**src/rtl/cu_cmd_arbiter_pkg.sv**
```systemverilog
// Shared types and constants for the CU command arbiter.
// Holds the arbiter state enum, the command source indices and the credit
// clipping helper used when PSL command room is loaded.
package cu_cmd_arbiter_pkg;

    // Arbiter operating state
    typedef enum logic [1:0] {
        IDLE  = 2'd0,
        RUN   = 2'd1,
        DRAIN = 2'd2
    } cmd_arb_state_t;

    // Command source indices (slice position on src_* ports)
    localparam int unsigned CMD_SRC_READ    = 0;
    localparam int unsigned CMD_SRC_PREF_RD = 1;
    localparam int unsigned CMD_SRC_PREF_WR = 2;
    localparam int unsigned CMD_SRC_WRITE   = 3;
    localparam int unsigned CMD_SRC_NUM     = CMD_SRC_WRITE + 1;

    // Width of the credit / outstanding counters and of croom
    localparam int unsigned CNT_W = 8;

    // Clip a PSL room value to the credit saturation limit
    function automatic logic [CNT_W-1:0] credit_clip(
        input logic [CNT_W-1:0] room,
        input logic [CNT_W-1:0] limit
    );
        return (room > limit) ? limit : room;
    endfunction

endpackage

```
**src/rtl/cu_cmd_arbiter_rr_arbiter.sv**
```systemverilog
// Round-robin arbiter: picks the first asserted request at or after the
// pointer, wrapping modulo NUM_REQ. Pure combinational.
// Ports:
//   req_i        request vector
//   ptr_i        highest-priority index this cycle
//   gnt_c_o      one-hot grant (zero when no request)
//   gnt_idx_c_o  index of the granted request (zero when none)
//   gnt_any_c_o  any request granted
module cu_cmd_arbiter_rr_arbiter #(
    parameter int unsigned  NUM_REQ = 4,
    localparam int unsigned IDX_W   = $clog2(NUM_REQ)
) (
    input  logic [NUM_REQ-1:0] req_i,
    input  logic [IDX_W-1:0]   ptr_i,
    output logic [NUM_REQ-1:0] gnt_c_o,
    output logic [IDX_W-1:0]   gnt_idx_c_o,
    output logic               gnt_any_c_o
);

    // Scan from the pointer; first hit wins
    always_comb begin
        int unsigned idx;
        gnt_c_o     = '0;
        gnt_idx_c_o = '0;
        gnt_any_c_o = 1'b0;
        idx         = 0;
        for (int unsigned k = 0; k < NUM_REQ; k++) begin
            idx = (32'(ptr_i) + k) % NUM_REQ;
            if (!gnt_any_c_o && req_i[IDX_W'(idx)]) begin
                gnt_c_o[IDX_W'(idx)] = 1'b1;
                gnt_idx_c_o          = IDX_W'(idx);
                gnt_any_c_o          = 1'b1;
            end
        end
    end

endmodule

```
**src/rtl/cu_cmd_arbiter.sv**
```systemverilog
// CU command arbiter: serialises the four CU command streams onto the single
// PSL command port with round-robin arbitration, gated by PSL credits.
// Every issued command carries a tag; each PSL response returns one credit.
// Ports:
//   clock, rstn_in        clock, asynchronous active-low reset
//   enabled_in            AFU running; low stops granting and drains
//   croom_valid_in/croom_in  load PSL command room into the credit counter (IDLE only)
//   src_valid_in/src_cmd_in  per-source command present / payload (source i at slice i)
//   src_ready_out         one-hot grant, combinational; command consumed this cycle
//   cmd_valid_out, cmd_out, cmd_src_out, cmd_tag_out  registered issued command
//   rsp_valid_in          PSL response, returns one credit
//   credits_out, outstanding_out  available credits / issued minus responded
//   idle_out              arbiter is idle
//   error_out             sticky: response seen with nothing outstanding
module cu_cmd_arbiter
    import cu_cmd_arbiter_pkg::*;
#(
    parameter int unsigned  NUM_SRC     = CMD_SRC_NUM,
    parameter int unsigned  CMD_W       = 128,
    parameter int unsigned  TAG_W       = 8,
    parameter int unsigned  MAX_CREDITS = 64,
    localparam int unsigned SRC_W       = $clog2(NUM_SRC)
) (
    input  logic                     clock,
    input  logic                     rstn_in,
    input  logic                     enabled_in,
    input  logic                     croom_valid_in,
    input  logic [CNT_W-1:0]         croom_in,
    input  logic [NUM_SRC-1:0]       src_valid_in,
    input  logic [NUM_SRC*CMD_W-1:0] src_cmd_in,
    output logic [NUM_SRC-1:0]       src_ready_out,
    output logic                     cmd_valid_out,
    output logic [CMD_W-1:0]         cmd_out,
    output logic [SRC_W-1:0]         cmd_src_out,
    output logic [TAG_W-1:0]         cmd_tag_out,
    input  logic                     rsp_valid_in,
    output logic [CNT_W-1:0]         credits_out,
    output logic [CNT_W-1:0]         outstanding_out,
    output logic                     idle_out,
    output logic                     error_out
);

    localparam logic [CNT_W-1:0] MAX_C = CNT_W'(MAX_CREDITS);

    cmd_arb_state_t   state_q, state_d;
    logic [CNT_W-1:0] credits_q, credits_d;
    logic [CNT_W-1:0] outst_q, outst_d;
    logic [TAG_W-1:0] tag_q, tag_d;
    logic [SRC_W-1:0] ptr_q, ptr_d;
    logic             err_q, err_d;
    logic             idle_q;

    logic             cmd_valid_q;
    logic [CMD_W-1:0] cmd_q;
    logic [SRC_W-1:0] cmd_src_q;
    logic [TAG_W-1:0] cmd_tag_q;

    logic               grant_en_c;
    logic [NUM_SRC-1:0] req_c;
    logic [NUM_SRC-1:0] gnt_c;
    logic [SRC_W-1:0]   gnt_idx_c;
    logic               gnt_any_c;
    logic               rsp_ok_c;

    logic [CMD_W-1:0] src_cmd_a [NUM_SRC];

    // Unpack per-source payload slices
    for (genvar g = 0; g < NUM_SRC; g++) begin : g_slice
        assign src_cmd_a[g] = src_cmd_in[g*CMD_W +: CMD_W];
    end

    // Grants only while running, enabled in this very cycle, and holding a credit
    assign grant_en_c = (state_q == RUN) && enabled_in && (credits_q != '0);
    assign req_c      = src_valid_in & {NUM_SRC{grant_en_c}};

    // A response with nothing outstanding is flagged and otherwise ignored
    assign rsp_ok_c = rsp_valid_in && (outst_q != '0);

    cu_cmd_arbiter_rr_arbiter #(
        .NUM_REQ (NUM_SRC)
    ) u_rr (
        .req_i       (req_c),
        .ptr_i       (ptr_q),
        .gnt_c_o     (gnt_c),
        .gnt_idx_c_o (gnt_idx_c),
        .gnt_any_c_o (gnt_any_c)
    );

    // Next state, counters, tag and pointer
    always_comb begin
        state_d   = state_q;
        credits_d = credits_q;
        outst_d   = outst_q;
        tag_d     = tag_q;
        ptr_d     = ptr_q;
        err_d     = err_q;

        case (state_q)
            IDLE:    if (enabled_in && (credits_q != '0)) state_d = RUN;
            RUN:     if (!enabled_in) state_d = DRAIN;
            DRAIN: begin
                if (enabled_in)           state_d = RUN;
                else if (outst_q == '0)   state_d = IDLE;
            end
            default: state_d = IDLE;
        endcase

        // Room is only taken from PSL while idle; grant and response cancel out
        if ((state_q == IDLE) && croom_valid_in) begin
            credits_d = credit_clip(croom_in, MAX_C);
        end else if (gnt_any_c && !rsp_ok_c) begin
            credits_d = credits_q - CNT_W'(1);
        end else if (rsp_ok_c && !gnt_any_c && (credits_q < MAX_C)) begin
            credits_d = credits_q + CNT_W'(1);
        end

        if (gnt_any_c && !rsp_ok_c) begin
            outst_d = outst_q + CNT_W'(1);
        end else if (rsp_ok_c && !gnt_any_c) begin
            outst_d = outst_q - CNT_W'(1);
        end

        if (gnt_any_c) begin
            tag_d = tag_q + TAG_W'(1);
            ptr_d = (gnt_idx_c == SRC_W'(NUM_SRC - 1)) ? '0 : gnt_idx_c + SRC_W'(1);
        end

        if (rsp_valid_in && (outst_q == '0)) begin
            err_d = 1'b1;
        end
    end

    // State, counters and the issued-command register
    always_ff @(posedge clock or negedge rstn_in) begin
        if (!rstn_in) begin
            state_q     <= IDLE;
            credits_q   <= '0;
            outst_q     <= '0;
            tag_q       <= '0;
            ptr_q       <= '0;
            err_q       <= 1'b0;
            idle_q      <= 1'b0;
            cmd_valid_q <= 1'b0;
            cmd_q       <= '0;
            cmd_src_q   <= '0;
            cmd_tag_q   <= '0;
        end else begin
            state_q     <= state_d;
            credits_q   <= credits_d;
            outst_q     <= outst_d;
            tag_q       <= tag_d;
            ptr_q       <= ptr_d;
            err_q       <= err_d;
            // Tracks the state register but reads 0 while in reset
            idle_q      <= (state_d == IDLE);
            cmd_valid_q <= gnt_any_c;
            if (gnt_any_c) begin
                cmd_q     <= src_cmd_a[gnt_idx_c];
                cmd_src_q <= gnt_idx_c;
                cmd_tag_q <= tag_q;
            end
        end
    end

    assign src_ready_out   = gnt_c;
    assign cmd_valid_out   = cmd_valid_q;
    assign cmd_out         = cmd_q;
    assign cmd_src_out     = cmd_src_q;
    assign cmd_tag_out     = cmd_tag_q;
    assign credits_out     = credits_q;
    assign outstanding_out = outst_q;
    assign idle_out        = idle_q;
    assign error_out       = err_q;

endmodule

```
**config.mk**
```make
export PLATFORM = sky130hd
export DESIGN_NAME = cu_cmd_arbiter
export DESIGN_NICKNAME = d
export VERILOG_FILES = /design/src/rtl/cu_cmd_arbiter_pkg.sv /design/src/rtl/cu_cmd_arbiter_rr_arbiter.sv /design/src/rtl/cu_cmd_arbiter.sv
export SDC_FILE = /design/constraint.sdc
export NUM_CORES = 1
export LEC_CHECK = 0
export ABC_CLOCK_PERIOD_IN_PS = 5080
export BUFFER_PORTS_ARGS = -buffer_cell sky130_fd_sc_hd__buf_2
export CAP_MARGIN = 30
export CORE_AREA = 8 8 265 267
export CTS_CLUSTER_DIAMETER = 200
export DETAILED_ROUTE_END_ITERATION = 16
export DIE_AREA = 0 0 273 275
export GPL_TIMING_DRIVEN = 0
export RECOVER_POWER = 25
export SYNTH_ARGS = -nofsm -noshare
export SYNTH_HDL_FRONTEND = slang
export SYNTH_SLANG_ARGS = --single-unit
```
**constraint.sdc**
```tcl
create_clock -name clock -period 5.08 [get_ports clock]
set_clock_uncertainty 0.2 [all_clocks]
set_input_delay 0.508 -clock clock [delete_from_list [all_inputs] [get_ports clock]]
set_output_delay 0.508 -clock clock [all_outputs]
set_load 0.02 [all_outputs]
```
==> flow_metrics.tcl, run 1 <==
set metrics [dict create \
    regToRegEndpoint "cmd_out[55]$_DFFE_PN0P_" \
    worst_hold_startpoint "croom_in[0]" \
    rrSetupSlack_ns 0.34 \
    status "finished with violations" \
    setup.worst_path.class "register to register" \
    tritoncts_clock_tree "yes" \
    ys_ff_latch 169 \
    timing.max_cap.violations 1 \
    grt_antenna_before_repair 28 \
    ys_warn_count 0 \
    rows 95 \
    worst-path-buf-inv 5 \
    die_height_um 275 \
    globalplace.congestion 0.917 \
    cts-buffers-inserted 17 \
    power_frac_seq 0.268 \
    timing_max_transition_violations_final 119 \
    critPathCaptureType "register" \
    power-per-cell-area_nw_per_um2 549 \
    crit_required_ns 5.24 \
    floorplan.io_pins 690 \
    final_critical_period_ns 4.74 \
    synthDistinctLibCells 49 \
    synth.most_common_cell "mux2i_1" \
    drc 0 \
    globalRouteTotalUtil 0.166 \
    synth_seq_area_share 0.371 \
    worstSkewPairLatency_ns 0.47 \
    critical_path_peak_fanout 10 \
    fmax_mhz 211 \
    route.detailed.wl_per_inst_um 25.3 \
    postSynthCellCount 1037 \
    grt_max_degree 95 \
    synth_top_flop_cell "dfrtp_1" \
    cp_common_cell "buf_2" \
    power.net_switching_mw 4.27 \
    critical_path.max_stage_delay_ns 0.69 \
    cellInternalPower_mw 4.83 \
    layout-drive-gt1-share 0.418 \
    viasPerCell 4.98 \
    fin_util 0.250 \
    power.share.clock 0.155 \
    r2r_cells 11 \
    final_net_count 2297 \
    period_share 0.932 \
    p_leak_nw 8.32 \
    die-width_um 273 \
    area_delta_synth_final_pct 45.4 \
    buffers_added_on_ports 686 \
    initial_core_util 0.172 \
    placeable_core_region_um2 66300 \
    grt_setup_unrepaired "no" \
    die_area_um2 75100 \
    synthesis.area_um2 11400 \
    max-clock-path-buffers 2 \
    synth_top_cell_by_area "dfrtp_1" \
    synth-async-reset-ratio 1.00 \
    root_buffer "clkbuf_16" \
    cp-start-kind "register" \
    route.final.wire_length_mm 66.7 \
    hold-path-endpoint "credits_out[0]$_DFFE_PN0P_" \
    synth.top_cells.by_area "dfrtp_1 (37%), mux2i_1 (23%), a222oi_1 (11%), o221ai_1 (9.8%), clkbuf_1 (2.5%)" \
    critical_path.slowest_cell "clkbuf_1" \
    yosys-top-cells-count "mux2i_1 (258), dfrtp_1 (169), a222oi_1 (128), o221ai_1 (128), clkbuf_1 (76)" \
    worst_hold_path.num_cells 3 \
    synth_enable_flop_cells 0 \
    synth_top_area_frac 0.371 \
    detailedPlacementHpwl_mm 54.8 \
    worst-endpoint-arrival_ns 4.90 \
    initialDrtViolationCount 1568 \
    class_of_the_tightest_hold_or_removal_check "input pin to register" \
    cts.clk_slew.worst_paths_ns 0.08 \
    final_hold_viol_count 0 \
    failed_checks "capacitance limit, slew limit" \
    power.share.combinational 0.577 \
    worstPathCellList "buf_2 -> clkinv_1 -> ha_1 -> mux4_2 -> nor2b_1 -> buf_4 -> nor4_1 -> buf_2 -> clkbuf_1 -> a222oi_1 -> o221ai_1" \
    fin_hold_ws_ns 0.0664 \
    ant_nets 0 \
    number_of_detailed_route_iterations_in_the_first_pass 12 \
    worst-slew-pin-transition_ns 2.06 \
    report.power.total_mw 9.11 \
    maxSlewHeadroom -0.377 \
    cts.sinks 169 \
    synth_area_per_cell_um2 11.0 \
    swShare 0.469 \
    cts-htree-levels 4 \
    grt_first_pass_wirelength_mm 92.0 \
    synthesis.nets 1587 \
    via_count 13150 \
    grt_overflow 0 \
    final_setup_fails 0 \
    power.ir.vdd_worst_mv 0.222 \
    cpLargestDelayFamily "buffers and inverters" \
    grt_pass1_vias 13301 \
]
## area by class of cell
| cell class | instances | area [µm²] |
|---|---|---|
| antenna | 6 | 15.0 |
| buffer | 110 | 644 |
| clock buffer | 17 | 425 |
| clock inverter | 15 | 174 |
| fill | 7287 | 49700 |
| inverter | 9 | 33.8 |
| multi-input combinational | 748 | 6510 |
| sequential | 169 | 4230 |
| tap | 873 | 1090 |
| timing repair buffer | 692 | 3470 |
## worst reg2reg max path, cell delays in order, from the launching register on
cell and delay (ns):
dfrtp_1 0.44, buf_2 0.25, clkinv_1 0.29, ha_1 0.53, mux4_2 0.55, nor2b_1 0.14
buf_4 0.16, nor4_1 0.47, buf_2 0.54, clkbuf_1 0.70, a222oi_1 0.20, o221ai_1 0.13
## registers in the layout, indices dropped and copies added, names as in the netlist, named ones only
name and count:
ptr_q 1, cmd_tag_out 8, credits_out 8, tag_q 8, cmd_src_out 2, state_q 2, cmd_out 128, cmd_valid_out 1
error_out 1, idle_out 1, outstanding_out 8
## stage by stage
stage / cell area, µm² / worst slack, ns / instances / TNS, ns
2_1_floorplan: 11400 / 1.03 / 1037 / 0
3_3_place_gp: 15900 / -0.350 / 2596 / -0.483
3_5_place_dp: 16000 / -0.294 / 2600 / -0.363
4_1_cts: 16600 / 0.232 / 2633 / 0
5_1_grt: 16600 / 0.0746 / 2633 / 0
6_report: 16600 / 0.344 / 2639 / 0
## layer usage
metal / GRT usage / wire [µm] / up-vias
met4: 0.0436 / 1270 / 6
met2: 0.266 / 31400 / 786
li1: - / - / 5784
met5: 0 / 39 / -
met1: 0.211 / 27600 / 6481
met3: 0.0599 / 6440 / 93
## kinds of logic (layout without fill, tap and decap cells)
| kind of cell | after synthesis | count (layout) | share of synthesized area |
|---|---|---|---|
| XOR/XNOR | 22 | 22 | 0.0169 |
| multiplexers | 261 | 261 | 0.231 |
| AND/OR/NAND/NOR | 121 | 121 | 0.0492 |
| other | 0 | 6 | 0 |
| flip-flops | 169 | 169 | 0.371 |
| buffers and inverters | 120 | 843 | 0.0598 |
| adder cells (fa/ha/maj) | 21 | 21 | 0.0243 |
| AO/OA/AOI/OAI | 323 | 323 | 0.248 |
## power groups by stage
stage | clock (mW) | combinational (mW) | sequential (mW)
finish | 1.41 | 5.25 | 2.44
global placement | 0 | 5.26 | 2.44
detailed placement | 0 | 5.30 | 2.44
global route | 1.52 | 5.61 | 2.51
floorplan | 0 | 2.74 | 3.06
CTS | 1.47 | 5.31 | 2.42
## cells in the final DEF (no fill, tap or decap), types with 3 or more instances in the layout
cell / count
nor2_1: 19
ha_1: 18
buf_4: 4
and3_1: 4
xnor2_1: 15
a21oi_1: 19
clkbuf_1: 107
o221ai_1: 128
mux2i_1: 258
inv_8: 4
a22oi_1: 8
buf_2: 671
nand2_1: 61
a21o_1: 5
clkbuf_16: 17
xor2_1: 7
nor4_1: 6
o21ai_0: 20
clkinvlp_4: 3
nand2b_1: 3
buf_12: 11
a222oi_1: 128
dfrtp_1: 169
nor3b_1: 4
nor3_1: 11
diode_2: 6
nand4_1: 3
inv_6: 4
inv_1: 8
buf_8: 3
## what timing repair did
item	in CTS	in global routing
resized for setup	1	2
hold endpoints to repair	76	0
hold buffers	2	0
endpoints found under the setup margin	5	1
buffers inserted	0	0
## worst max-delay path by stage
| stage | start | slack, ns | depth (start not counted) | endpoint |
|---|---|---|---|---|
| 2_1_floorplan | credits_out[1]$_DFFE_PN0P_ | 1.03 | 16 | outstanding_out[7]$_DFFE_PN0P_ |
| 3_3_place_gp | credits_out[0]$_DFFE_PN0P_ | -0.35 | 16 | outstanding_out[7]$_DFFE_PN0P_ |
| 3_5_place_dp | credits_out[0]$_DFFE_PN0P_ | -0.29 | 16 | outstanding_out[7]$_DFFE_PN0P_ |
| 4_1_cts | credits_out[0]$_DFFE_PN0P_ | 0.23 | 15 | outstanding_out[7]$_DFFE_PN0P_ |
| 5_1_grt | credits_out[4]$_DFFE_PN0P_ | 0.07 | 15 | outstanding_out[7]$_DFFE_PN0P_ |
| 6_report | register | 0.34 | 11 | cmd_out[55]$_DFFE_PN0P_ |
(Power assumes the default switching activity.)
==> run 2: changes to the inputs <==
- BUFFER_PORTS_ARGS: -buffer_cell sky130_fd_sc_hd__buf_2 -> not set
- CORE_AREA: 8 8 265 267 -> 8 8 262 264
- DIE_AREA: 0 0 273 275 -> 0 0 270 272
- DONT_BUFFER_PORTS: not set -> 1
==> run 2 against run 1 <==
Net effect:
- the flow still finishes with violations (capacitance limit, slew limit)
- global-route usage decreased by 0.054 points
- worst setup slack got worse by 0.18 ns
- wire length decreased by 1.3%
- worst hold slack got worse by 0.0090 ns
- sequential share of layout area increased by 0.94 points
- first-iteration DRC count increased by 29%
- combinational power decreased by 15%
- cell area decreased by 3.5%
- sequential cell count unchanged
- non-clock buffer count decreased by 416
- critical path depth increased by 2
- clock-buffer cell count increased by 1
==> flow_metrics.tcl, run 2 (synthesized netlist as in run 1, its figures left out) <==
set metrics [dict create \
    worstSkewPairLatency_ns 0.47 \
    class_of_the_tightest_hold_or_removal_check "input pin to register" \
    critPathCaptureType "register" \
    worst-endpoint-arrival_ns 5.01 \
    critical_path_peak_fanout 10 \
    global_route.usage.met3 0.0654 \
    route.detailed.wl_per_inst_um 29.7 \
    met1_usage 0.189 \
    die_height_um 272 \
    drc 0 \
    die-width_um 270 \
    max-clock-path-buffers 2 \
    worst-slew-pin-transition_ns 2.59 \
    grt_max_degree 170 \
    p_leak_nw 6.75 \
    layout-drive-gt1-share 0.0692 \
    fin_util 0.247 \
    place_ws_ns -0.364 \
    failed_checks "capacitance limit, slew limit" \
    fmax_mhz 203 \
    cts.clk_slew.worst_paths_ns 0.08 \
    globalRouteTotalUtil 0.166 \
    initialDrtViolationCount 2020 \
    final_setup_fails 0 \
    number_of_flip_flops_under_the_largest_register_name 128 \
    final-seq-area_um2 4230 \
    multi_input_comb_area_um2 6500 \
    mostFrequentLayoutCell "dlygate4sd3_1" \
    power.ir.vdd_worst_mv 0.329 \
    worst_hold_startpoint "src_cmd_in[167]" \
    final_cell_mix "dlygate4sd3_1 (265), mux2i_1 (258), dfrtp_1 (169)" \
    area_delta_synth_final_pct 40.2 \
    final_critical_period_ns 4.91 \
    floorplan.io_pins 690 \
    timing_max_transition_violations_final 170 \
    root_buffer "clkbuf_16" \
    power-per-cell-area_nw_per_um2 586 \
    viasPerCell 5.67 \
    route.final.wire_length_mm 65.9 \
    placeable_core_region_um2 64800 \
    tritoncts_clock_tree "yes" \
    grt_most_used_layer "met2" \
    period_share 0.967 \
    grt_util_met2 0.267 \
    grt_overflow 0 \
    grt_setup_unrepaired "no" \
    rows 94 \
    detailedPlacementHpwl_mm 49.1 \
    final_hold_viol_count 0 \
    ant_nets 0 \
    grt_first_pass_wirelength_mm 91.8 \
    worst_hold_path.num_cells 2 \
    timing.max_cap.violations 1 \
    buffers_added_on_ports 0 \
    final_net_count 1881 \
    setup_slack_ns 0.165 \
    fillers 6757 \
    cts-htree-levels 4 \
    cts-buffers-inserted 17 \
    crit_required_ns 5.17 \
    r2r_cells 13 \
    maxSlewHeadroom -0.729 \
    cp-start-kind "register" \
    initial_core_util 0.176 \
    globalplace.congestion 0.909 \
    post_route_setup_tns_ns 0 \
    cts.sinks 169 \
    grt_pass1_vias 13097 \
    setup.worst_path.class "register to register" \
    number_of_detailed_route_iterations_in_the_first_pass 14 \
    via_count 12550 \
    status "finished with violations" \
    die_area_um2 73400 \
    grt_antenna_before_repair 11 \
]
-- run 2: cell types whose count changed in the layout (fill, tap and decap cells not counted), moves of 2 or more --
cell | before | now
buf_2 | 671 | 17
dlygate4sd3_1 | 2 | 265
clkinv_8 | 2 | 0
clkbuf_1 | 107 | 70
buf_16 | 0 | 2
bufinv_16 | 1 | 4
clkbuf_2 | 1 | 5
buf_8 | 3 | 8
-- run 2: repair_timing --
item,4_1_cts,5_1_grt
endpoints found under the setup margin,5,65
buffers inserted,0,0
resized for setup,1,13
hold buffers,266,0
endpoints found under the hold margin,307,0
-- run 2: path summary, 6_finish.rpt --
kind,slack (ns),end
setup reg to reg,0.17,cmd_out[16]$_DFFE_PN0P_
max in group asynchronous,1.78,cmd_out[26]$_DFFE_PN0P_
min in group asynchronous,1.07,idle_out$_DFF_PN0_
setup / recovery,0.17,cmd_out[16]$_DFFE_PN0P_
hold / removal,0.06,cmd_out[39]$_DFFE_PN0P_
hold reg to reg,0.29,tag_q[7]$_DFFE_PN0P_
-- run 2: report_power, final --
part           switching (mW)  internal (mW)  total (mW)
Sequential               1.47           1.95        3.43
Combinational            2.13           2.33        4.46
Clock                   0.657          0.839        1.50
Total                    4.26           5.12        9.38
-- run 2: layout make-up --
cell class                      instances  area share
Antenna cell                            7     0.00109
Clock buffer                           18      0.0268
Multi-Input combinational cell        748       0.407
Timing Repair Buffer                  277       0.178
Buffer                                109      0.0406
Clock inverter                         14      0.0131
Tap cell                              864      0.0676
Sequential cell                       169       0.264
Inverter                                9     0.00211
-- run 2: worst max-delay path, stage by stage (launching register included) --
cell and delay (ns):
dfrtp_1 0.44, buf_2 0.25, clkinv_1 0.26, ha_2 0.48
mux4_2 0.52, nor2b_1 0.14, buf_4 0.17, a211oi_2 0.23
nor4_1 0.09, buf_2 0.34, clkbuf_1 0.41, a222oi_1 0.40
dlygate4sd3_1 0.63, o221ai_1 0.15
-- run 2: metal layers --
layer,up-vias,part of all wire
li1,4969,-
met1,6239,0.37
met2,1123,0.47
met3,215,0.12
met4,4,0.048
met5,-,0.00033
-- run 2: stage by stage --
stage / cell area [µm²] / power, mW / hold slack (ns) / instances
floorplan: 11400 / 5.80 / 0.0124 / 1037
global placement: 12500 / 6.80 / 0.0171 / 1901
detailed placement: 12700 / 6.98 / 0.0175 / 1912
CTS: 16000 / 9.28 / 0.00404 / 2209
global route: 16000 / 9.80 / 0.0276 / 2212
finish: 16000 / 9.38 / 0.0574 / 2215
